`src/rtl/coax_rx_fifo.sv`:
```
// Receive word buffer: tags coax receiver words/errors into an FWFT FIFO with sticky overflow.
// Optional almost_full output and AF_THRESHOLD parameter via COAX_RX_FIFO_ALMOST_FULL_EN.
module coax_rx_fifo #(
  parameter int unsigned DEPTH = 32
`ifdef COAX_RX_FIFO_ALMOST_FULL_EN
  , parameter int unsigned AF_THRESHOLD = DEPTH - 4
`endif
) (
  input  logic                         clk,
  input  logic                         reset,
  input  logic [9:0]                   rx_data,
  input  logic                         rx_strobe,
  input  logic                         rx_error,
  output logic [10:0]                  rd_data,
  input  logic                         rd_en,
  output logic                         empty,
  output logic                         full,
  output logic [$clog2(DEPTH+1)-1:0]   count,
  output logic                         overflow,
  input  logic                         clear_overflow
`ifdef COAX_RX_FIFO_ALMOST_FULL_EN
  , output logic                       almost_full
`endif
);

  localparam int unsigned AW = $clog2(DEPTH);
  localparam int unsigned CW = $clog2(DEPTH + 1);
  localparam int unsigned EW = 11;

  logic [EW-1:0] mem_q [DEPTH];

  logic [AW-1:0] wr_ptr_q, wr_ptr_d;
  logic [AW-1:0] rd_ptr_q, rd_ptr_d;
  logic [CW-1:0] count_q, count_d;
  logic          empty_q, empty_d;
  logic          full_q, full_d;
  logic          overflow_q, overflow_d;
`ifdef COAX_RX_FIFO_ALMOST_FULL_EN
  logic          almost_full_q, almost_full_d;
`endif

  logic          wr_req;
  logic          wr_ok;
  logic          rd_ok;
  logic [EW-1:0] wr_entry;

  // Accept/pop decisions and next state; a write into a full FIFO only lands when a pop frees the slot
  always_comb begin
    wr_req     = rx_strobe | rx_error;
    rd_ok      = rd_en && !empty_q;
    wr_ok      = wr_req && (!full_q || rd_en);
    wr_entry   = rx_error ? {1'b1, 6'b0, rx_data[3:0]} : {1'b0, rx_data};

    wr_ptr_d   = wr_ptr_q;
    rd_ptr_d   = rd_ptr_q;
    count_d    = count_q;

    if (wr_ok) wr_ptr_d = wr_ptr_q + AW'(1);
    if (rd_ok) rd_ptr_d = rd_ptr_q + AW'(1);

    case ({wr_ok, rd_ok})
      2'b10:   count_d = count_q + CW'(1);
      2'b01:   count_d = count_q - CW'(1);
      default: count_d = count_q;
    endcase

    empty_d    = (count_d == CW'(0));
    full_d     = (count_d == CW'(DEPTH));
    // Set has priority over clear so a drop coinciding with a clear is never lost
    overflow_d = (overflow_q && !clear_overflow) || (wr_req && !wr_ok);
`ifdef COAX_RX_FIFO_ALMOST_FULL_EN
    almost_full_d = (count_d >= CW'(AF_THRESHOLD));
`endif
  end

  always_ff @(posedge clk) begin
    if (reset) begin
      wr_ptr_q      <= '0;
      rd_ptr_q      <= '0;
      count_q       <= '0;
      empty_q       <= 1'b1;
      full_q        <= 1'b0;
      overflow_q    <= 1'b0;
`ifdef COAX_RX_FIFO_ALMOST_FULL_EN
      almost_full_q <= 1'b0;
`endif
    end else begin
      wr_ptr_q      <= wr_ptr_d;
      rd_ptr_q      <= rd_ptr_d;
      count_q       <= count_d;
      empty_q       <= empty_d;
      full_q        <= full_d;
      overflow_q    <= overflow_d;
`ifdef COAX_RX_FIFO_ALMOST_FULL_EN
      almost_full_q <= almost_full_d;
`endif
    end
  end

  // Storage is not reset; writes in the reset cycle are discarded
  always_ff @(posedge clk) begin
    if (wr_ok && !reset) mem_q[wr_ptr_q] <= wr_entry;
  end

  assign rd_data     = mem_q[rd_ptr_q];
  assign empty       = empty_q;
  assign full        = full_q;
  assign count       = count_q;
  assign overflow    = overflow_q;
`ifdef COAX_RX_FIFO_ALMOST_FULL_EN
  assign almost_full = almost_full_q;
`endif

endmodule
```
`config.mk`:
```
export PLATFORM = sky130hd
export DESIGN_NAME = coax_rx_fifo
export DESIGN_NICKNAME = d
export VERILOG_FILES = /design/src/rtl/coax_rx_fifo.sv
export SDC_FILE = /design/constraint.sdc
export NUM_CORES = 1
export LEC_CHECK = 0
export CAP_MARGIN = 20
export CORE_ASPECT_RATIO = 0.6
export CORE_MARGIN = 4
export CORE_UTILIZATION = 32
export CTS_CLUSTER_DIAMETER = 30
export DETAILED_ROUTE_END_ITERATION = 8
export GPL_TIMING_DRIVEN = 1
export SYNTH_ARGS = -nofsm -noshare
export SYNTH_HDL_FRONTEND = slang
export SYNTH_SLANG_ARGS = --single-unit
```
`constraint.sdc`:
```
create_clock -name clk -period 3.7 [get_ports clk]
set_clock_uncertainty 0.05 [all_clocks]
set_input_delay 0.555 -clock clk [delete_from_list [all_inputs] [get_ports clk]]
set_output_delay 0.555 -clock clk [all_outputs]
set_load 0.005 [all_outputs]
```
**Word-level counts from Yosys, hierarchy flattened**

Memory sizes are Yosys's and may differ from the RTL's. A register that Yosys moved wholly into a read port is not among the register bits.
Cells that the tools add are included.

- Word-level logic and storage cells: 34
- Register bits after elaboration: 19
- RAM bits: 352
- Output and inout bits: 20
- Memories kept: 1
- Bits of input ports: 16

- Equal/unequal tests: 3
- Mux-type cells: 6
- Bitwise operators: 1
- Reductions and logical operators: 13
- Add/sub/neg operators: 4

Memories:

| memory | depth | width | read ports | clocked after Yosys merged registers in | wr ports | RTL line | source |
|---|---|---|---|---|---|---|---|
| mem_q | 32 | 11 | 1 | 1 | 1 | 30 | `logic [EW-1:0] mem_q [DEPTH];` |

Operator list:

| cell | count |
|---|---|
| $pmux W6 S2 | 1 |
| $mux W11 | 1 |
| $add A5 B1 Y5 const B | 2 |
| $mux W5 | 2 |
| $add A6 B1 Y6 const B | 1 |
| $eq A6 B6 Y1 const B | 1 |
| $logic_not A6 Y1 | 1 |
| $sub A6 B1 Y6 const B | 1 |
| $logic_and A1 B1 Y1 | 5 |
| $logic_not A1 Y1 | 5 |
| $eq A2 B1 Y1 const B | 1 |
| $eq A2 B2 Y1 const B | 1 |
| $logic_or A1 B1 Y1 | 2 |
| $mux W1 | 2 |
| $or A1 B1 Y1 | 1 |

**Longest topological paths before layout**

Gate-level depths: netlist of the first run.

- Word-level depth: 6
- Mapped depth: 12
- Mapped depth without buffers: 11

**Worst setup path before layout of the first run**

OpenSTA, ideal clock, no wires.

- Path kind: in2reg
- From: input rd_en
- To: register full_q, in the netlist full
- Buffers on the path: 1
- Required time: 3.554 ns
- Setup slack: 0.798 ns
- Setup time: 0.096 ns
- Stages: 12
- Arrival: 2.756 ns
- Cell sequence: nor2b_1 > nor2_1 > inv_2 > ha_1 > clkbuf_1 > xor2_1 > ha_1 > a211o_1 > a31o_1 > o211ai_1 > nand3_1 > nor4b_1

- Longest elaborated chain between the ends: 5
- Elaborated cells between the ends (all ways): 7
- Those cells by class: eq/ne: 3; mux: 1; reduce/logical: 3

RTL lines:

| what | RTL line | source |
|---|---|---|
| start: declaration | 15 | `input logic rd_en,` |
| $logic_or A1 B1 Y1 | 51 | `wr_ok = wr_req && (!full_q \|\| rd_en);` |
| $logic_and A1 B1 Y1 | 51 |  |
| $eq A2 B1 Y1 / $eq A2 B2 Y1 (equally long branches) | 61 | `case ({wr_ok, rd_ok})` |
| $pmux W6 S2 * | 61 |  |
| $eq A6 B6 Y1 * | 68 | `full_d = (count_d == CW'(DEPTH));` |
| end signal: assignment | 92 | `full_q <= full_d;` |
| end: declaration | 36 | `logic full_q, full_d;` |

Every way passes the cells marked *; elsewhere a longest branch is shown, timed or not.
A chain may end at the register's enable or synchronous reset.

==> results of run 1 <==
[per-layer routing]
metal  up-vias  wire (um)  global-route usage
met1      3787      16660              0.2220
met4         2        471             0.02846
met2       268      13840              0.1819
met5         -         79             0.01058
met3        49       2886             0.03447
li1       3133          -                   -
[cell usage in the layout, fill, tap and decap left out, types with 9 or more instances in the layout]
cell	count
sky130_fd_sc_hd__nor2_1	54
sky130_fd_sc_hd__clkbuf_16	61
sky130_fd_sc_hd__buf_4	70
sky130_fd_sc_hd__dfxtp_1	21
sky130_fd_sc_hd__edfxtp_1	352
sky130_fd_sc_hd__dlygate4sd2_1	9
sky130_fd_sc_hd__inv_6	14
sky130_fd_sc_hd__clkdlybuf4s50_1	24
sky130_fd_sc_hd__nand2_1	9
sky130_fd_sc_hd__mux4_2	102
[worst max-delay path: cells and delay by family (launching register included)]
family	cells	cell delay, ps
buffers and inverters	3	590
DFF	1	450
muxes	3	1410
[flip-flops by register name, indices dropped and copies added (netlist names), named ones only]
name / flops
rd_ptr_q: 5
mem_q: 352
count: 6
overflow: 1
empty: 1
full: 1
wr_ptr_q: 5
[through the flow]
| stage | hold WS (ps) | total power (uW) | utilization |
|---|---|---|---|
| 4_1_cts | 493.6 | 11300 | 0.4085 |
| 6_report | 497.7 | 11190 | 0.4091 |
| 5_1_grt | 521.3 | 11580 | 0.4091 |
| 3_3_place_gp | 464.9 | 5797 | 0.3600 |
| 3_5_place_dp | 469.5 | 5808 | 0.3600 |
| 2_1_floorplan | 415.8 | 5413 | - |
[power by group through the flow]
| stage | combinational, uW | clock (uW) | sequential, uW |
|---|---|---|---|
| 3_3_place_gp | 960 | 0 | 4840 |
| 5_1_grt | 1130 | 5690 | 4760 |
| 2_1_floorplan | 601 | 0 | 4810 |
| 3_5_place_dp | 970 | 0 | 4840 |
| 4_1_cts | 1060 | 5480 | 4760 |
| 6_report | 1060 | 5360 | 4760 |
[area by class of cell]
type / instances / area (um^2)
clock buffers: 65 / 1541
clock inverters: 49 / 456.7
fillers: 3923 / 26660
inverters: 3 / 11.26
multi-input cells: 262 / 3500
flip-flops and latches: 376 / 11060
well taps: 620 / 775.7
repair buffers: 116 / 1112
[worst max path at each step]
stage              from  cells past startpoint           to
6_report           flop                      6   rd_data[7]
5_1_grt            flop                      6   rd_data[7]
4_1_cts            flop                      8  rd_data[10]
3_3_place_gp   rx_error                     12         full
3_5_place_dp   rx_error                     12         full
2_1_floorplan     rd_en                     12         full
[cells by family after synthesis]
logic type	after synthesis
compound gates	14
xor+xnor	12
buf+inv	39
flops	376
mux	125
fa+ha+maj	8
simple gates	103
[what timing repair did]
action / in CTS / in global routing
setup buffers: 8 / 2
setup endpoints to repair: 11 / 1
resized for setup: 29 / 3
pin swaps: 0 / 0
cloned: 3 / 0
==> impl_metrics.toml, run 1 <==
[worst_setup_path]
r2r_setup_slack_ps = 770
r2r_end = "full"
cell_with_the_largest_stage_delay_on_the_worst_path = "sky130_fd_sc_hd__mux4_2"
reg2reg_from = "full"
worstPathMaxFanout = 15
path_class = "reg2out"
cp.arrival_ps = 3030
reg2regPathDepth = 11
cp_cell_sequence = "buf_4 > buf_12 > mux4_2 > mux4_2 > mux2_2 > dlygate4sd2_1"
crit_top_cell = "sky130_fd_sc_hd__mux4_2"
cp_data_required_time_ps = 3090
max_stage_delay_ps = 580
crit_path_start_kind = "flop"
crit_path_end_kind = "output port"

[global_routing]
first_global_vias = 7235
groute.usage.overall = 0.1368
grt_remaining_overflow = 0
grt_antenna_before_repair = 2
grt_max_degree = 33
global_route_wire_length_before_repair_um = 49940

[die]
die_area_um2 = 49640
vert_die_dim_um = 174.2
rows = 60
chipWidth_um = 285.0
floorplan.initialDensity = 0.3265
placeableCoreArea_um2 = 45120
boundaryPins = 36

[routing]
detailedRoute.firstIterationViolations = 734
drc = 0
vias_per_cell = 4.855
avgRoutedWirePerCell_um = 22.76
drt_total_wl_um = 33940
vias_post_dr = 7239
drt-pass1-iter-count = 5
drtAntennaViolNets = 0

[clock_tree]
cts.sinks = 376
clk_transition_reported_paths_ps = 50
number_of_hold_buffers_added_after_cts = 0
cts_tree = "yes"
insertion_delay_ps = 580
clockBufferDepth = 3
cts-root-buf = "sky130_fd_sc_hd__clkbuf_16"
cts_made_buffers = 60
count_of_h_tree_levels_built_during_cts = 2

[logic_synthesis]
post_synth_xor_xnor_area = 0.007135
post_synth_inst_count = 677
synth_most_common_cell = "sky130_fd_sc_hd__edfxtp_1"
post_synth.cell_area_avg_um2 = 21.76
synth_top_family_by_area = "multiplexers"
synth_compound_gate_area_share = 0.006286
syn_area_um2 = 14730
synth_fp_nets = 701
async_reset_ff_frac = 0
synth.area.mux_share = 0.1824
synth_top_flop_cell = "sky130_fd_sc_hd__edfxtp_1"
yosys-top-cells-count = "sky130_fd_sc_hd__edfxtp_1 (352), sky130_fd_sc_hd__mux4_2 (98), sky130_fd_sc_hd__nor2_1 (54), sky130_fd_sc_hd__dfxtp_1 (24), sky130_fd_sc_hd__clkbuf_1 (23)"
synth_fa_ha_area_frac = 0.006795
synth_simple_gate_area_share = 0.03398
ys.warnings.count = 0
number_of_enable_flip_flop_cells_after_synthesis = 352
synth_top_area_cells = "sky130_fd_sc_hd__edfxtp_1 (72%), sky130_fd_sc_hd__mux4_2 (15%), sky130_fd_sc_hd__dfxtp_1 (3.3%)"
synth.distinct_cells = 41
netlist.area_leader.share = 0.7176
synth-seq-cells = 376
synthDominantAreaCellType = "sky130_fd_sc_hd__edfxtp_1"
seq_area_frac_synth = 0.7502

[finish]
layout.cells.non_filler = 1491
finalNetCount = 843
area_growth_pct = 25.30
insertedDiodeCount = 0
postLayoutCellArea_um2 = 18460
layout-drive-gt1-share = 0.3582

[sta]
timing.final.setup_violations = 0
finalSetupTns_ps = 0
postLayoutSetupSlackWorst_ps = 61.10
hold_violations = 0
worst_pin_slew_ps = 693.6
slew-limit-headroom = 0.5369
rsz_0062_raised_after_global_routing = "yes"
timing.final.crit_period_ps = 3639
post-route-period-util = 0.9835
slew_viol_final = 0
timing.fmax_mhz = 274.8

[worst_hold_path]
hold_path.startpoint = "rd_ptr_q[4]"
worst_hold_path_type = "reg2reg"
hold-path-cell-count = 2

[placed_design]
dp_hpwl_um = 21190
routabilityCongestion = 0.8058
place.port_buffers = 35
placedCellCount = 1364
postPlaceCellArea_um2 = 16240
place_worst_setup_slack_ps = 9.110

[status]
outcome = "finished clean"

[power]
clock_group_share_of_total_power = 0.480
vdd_ir_drop_max_mv = 0.4526
total_leakage_power_uw = 0.005976
power.share.switching = 0.2356
power_density_nw_per_um2 = 606.1
share_comb_of_total_power = 0.095
power_frac_seq = 0.426
internal_power_uw = 8550
power.net_switching_uw = 2636

[job]
drv_cap = 0
No activity file was read; power rests on OpenSTA's default activity.
==> run 2, diff against run 1 <==
CORE_MARGIN = default   (was 4)
SKIP_LAST_GASP = 1   (was default)
==> impl_metrics.toml, run 2 (synthesized netlist as in run 1, its figures left out) <==
[worst_setup_path]
cp_data_required_time_ps = 3090
cp.arrival_ps = 3060
crit_path_start_kind = "flop"
crit_path_end_kind = "output port"
worstPathMaxFanout = 8
r2r_end = "full"
cell_with_the_largest_stage_delay_on_the_worst_path = "sky130_fd_sc_hd__mux4_2"
cp_cell_sequence = "buf_12 > buf_8 > mux4_2 > mux4_2 > mux2_2 > clkdlybuf4s50_1"
reg2regPathDepth = 11
worst-path-buf-inv = 3
cp_num_cells = 6
setup.worst_path.end = "rd_data[4]"
reg2reg_from = "full"
path_class = "reg2out"
max_stage_delay_ps = 540
timing.critical_path.max_delay_family = "multiplexers"
r2r_setup_slack_ps = 1010
crit_top_cell = "sky130_fd_sc_hd__mux4_2"

[power]
share_comb_of_total_power = 0.101
total_leakage_power_uw = 0.006135
internal_power_uw = 8709
clock_group_share_of_total_power = 0.480
power.share.switching = 0.2332
power.net_switching_uw = 2649
power_density_nw_per_um2 = 608.0
vdd_ir_drop_max_mv = 0.3716
power_frac_seq = 0.419

[die]
rows = 60
vert_die_dim_um = 168.2
floorplan.initialDensity = 0.3265
chipWidth_um = 279.0
placeableCoreArea_um2 = 45120
die_area_um2 = 46920
boundaryPins = 36

[finish]
finalNetCount = 866
area_growth_pct = 26.82
top_register = "mem_q"
layout.cells.non_filler = 1513
num-fill-cells = 3902
layout-drive-gt1-share = 0.3778
final_cell_mix = "sky130_fd_sc_hd__edfxtp_1 (352), sky130_fd_sc_hd__mux4_2 (105), sky130_fd_sc_hd__buf_4 (88), sky130_fd_sc_hd__clkbuf_16 (61), sky130_fd_sc_hd__nor2_1 (54)"
final_common_cell = "sky130_fd_sc_hd__edfxtp_1"
largest_register_ffs = 352

[routing]
drt_total_wl_um = 34880
vias_per_cell = 4.925
avgRoutedWirePerCell_um = 23.05
drt-pass1-iter-count = 6
vias_post_dr = 7452
detailedRoute.firstIterationViolations = 697
drtAntennaViolNets = 0
drc = 0

[global_routing]
first_global_vias = 7334
global_route_wire_length_before_repair_um = 50540
grt_remaining_overflow = 0
groute.usage.overall = 0.1492
grt_max_degree = 33
grt_antenna_before_repair = 3

[clock_tree]
count_of_h_tree_levels_built_during_cts = 2
cts_tree = "yes"
clockBufferDepth = 3
insertion_delay_ps = 580
number_of_hold_buffers_added_after_cts = 0
cts.sinks = 376
clk_transition_reported_paths_ps = 50
cts-root-buf = "sky130_fd_sc_hd__clkbuf_16"
cts_made_buffers = 59

[sta]
slew-limit-headroom = 0.4687
hold_violations = 0
postLayoutSetupSlackWorst_ps = 34.30
timing.final.setup_violations = 0
post-route-period-util = 0.9907
timing.final.crit_period_ps = 3666
slew_viol_final = 0
rsz_0062_raised_after_global_routing = "yes"
worst_pin_slew_ps = 794.5
timing.fmax_mhz = 272.8

[worst_hold_path]
worst_hold_path_type = "reg2reg"

[placed_design]
dp_hpwl_um = 22060
place.port_buffers = 35
routabilityCongestion = 0.8363
place_worst_setup_slack_ps = 166.8
placedCellCount = 1369

[status]
outcome = "finished clean"

[job]
drv_cap = 0
-- run 2: cell types whose count changed in the layout (fill, tap and decap cells not counted), moves of 4 or more --
cell / before / now
sky130_fd_sc_hd__buf_4: 70 / 88
sky130_fd_sc_hd__dlymetal6s2s_1: 0 / 6
sky130_fd_sc_hd__dlygate4sd2_1: 9 / 4
sky130_fd_sc_hd__buf_12: 5 / 9
sky130_fd_sc_hd__inv_6: 14 / 10
sky130_fd_sc_hd__mux2_2: 7 / 11
sky130_fd_sc_hd__mux2_4: 4 / 0
-- run 2: worst min-delay path by stage --
stage | startpoint | cells past startpoint | endpoint | slack [ps]
4_1_cts | rd_ptr_q[4] | 2 | rd_ptr_q[4] | 480
3_5_place_dp | rd_ptr_q[4] | 2 | rd_ptr_q[4] | 470
3_3_place_gp | rd_ptr_q[4] | 2 | rd_ptr_q[4] | 460
5_1_grt | rd_ptr_q[4] | 2 | rd_ptr_q[4] | 530
2_1_floorplan | overflow | 2 | overflow | 420
6_report | rd_ptr_q[4] | 2 | rd_ptr_q[4] | 480
-- run 2: layer usage --
| layer | GRT usage | wire, um | up-vias |
|---|---|---|---|
| li1 | - | - | 3177 |
| met1 | 0.2293 | 16530 | 3923 |
| met2 | 0.1960 | 14260 | 311 |
| met3 | 0.05371 | 3550 | 41 |
| met4 | 0.03822 | 534 | 0 |
| met5 | 0 | 0 | - |
-- run 2: area by class of cell --
| type | count | area, um^2 | area share |
|---|---|---|---|
| Multi-Input combinational cell | 262 | 3473 | 0.1859 |
| Inverter | 3 | 11.26 | 0.0006028 |
| Clock buffer | 65 | 1530 | 0.08191 |
| Sequential cell | 376 | 11060 | 0.5920 |
| Antenna cell | 1 | 2.502 | 0.0001339 |
| Tap cell | 620 | 775.7 | 0.04152 |
| Clock inverter | 46 | 476.7 | 0.02552 |
| Timing Repair Buffer | 140 | 1353 | 0.07240 |
-- run 2: metrics by stage --
stage / utilization / cell area (um^2) / TNS (ps) / total power [uW] / hold WS [ps]
3_3_place_gp: 0.3611 / 16290 / 0 / 5813 / 461.6
4_1_cts: 0.4091 / 18460 / -254.3 / 11380 / 484.8
2_1_floorplan: - / 14730 / 0 / 5413 / 415.8
5_1_grt: 0.4140 / 18680 / -40.27 / 11720 / 531.6
3_5_place_dp: 0.3611 / 16290 / 0 / 5825 / 473.6
6_report: 0.4141 / 18680 / 0 / 11360 / 481.9
-- run 2: repair_timing --
action,4_1_cts,5_1_grt
buffers inserted,7,22
endpoints found under the hold margin,0,0
cloned,2,1
setup endpoints to repair,11,10
resized for setup,19,16
pin swaps,0,0
-- run 2: power groups by stage --
| stage | clock network, uW | logic [uW] | registers [uW] |
|---|---|---|---|
| final | 5450 | 1150 | 4760 |
| after global routing | 5740 | 1220 | 4760 |
| after CTS | 5550 | 1070 | 4750 |
| after detailed placement | 0 | 967 | 4860 |
| after global placement | 0 | 956 | 4860 |
| after floorplan | 0 | 601 | 4810 |
-- run 2: tightest hold or removal path: cells and delay by family, from the launching register on --
kind | cells | cell delay, ps
and+or+nand+nor | 1 | 110
DFF | 1 | 310
xor gates and xnor gates | 1 | 60
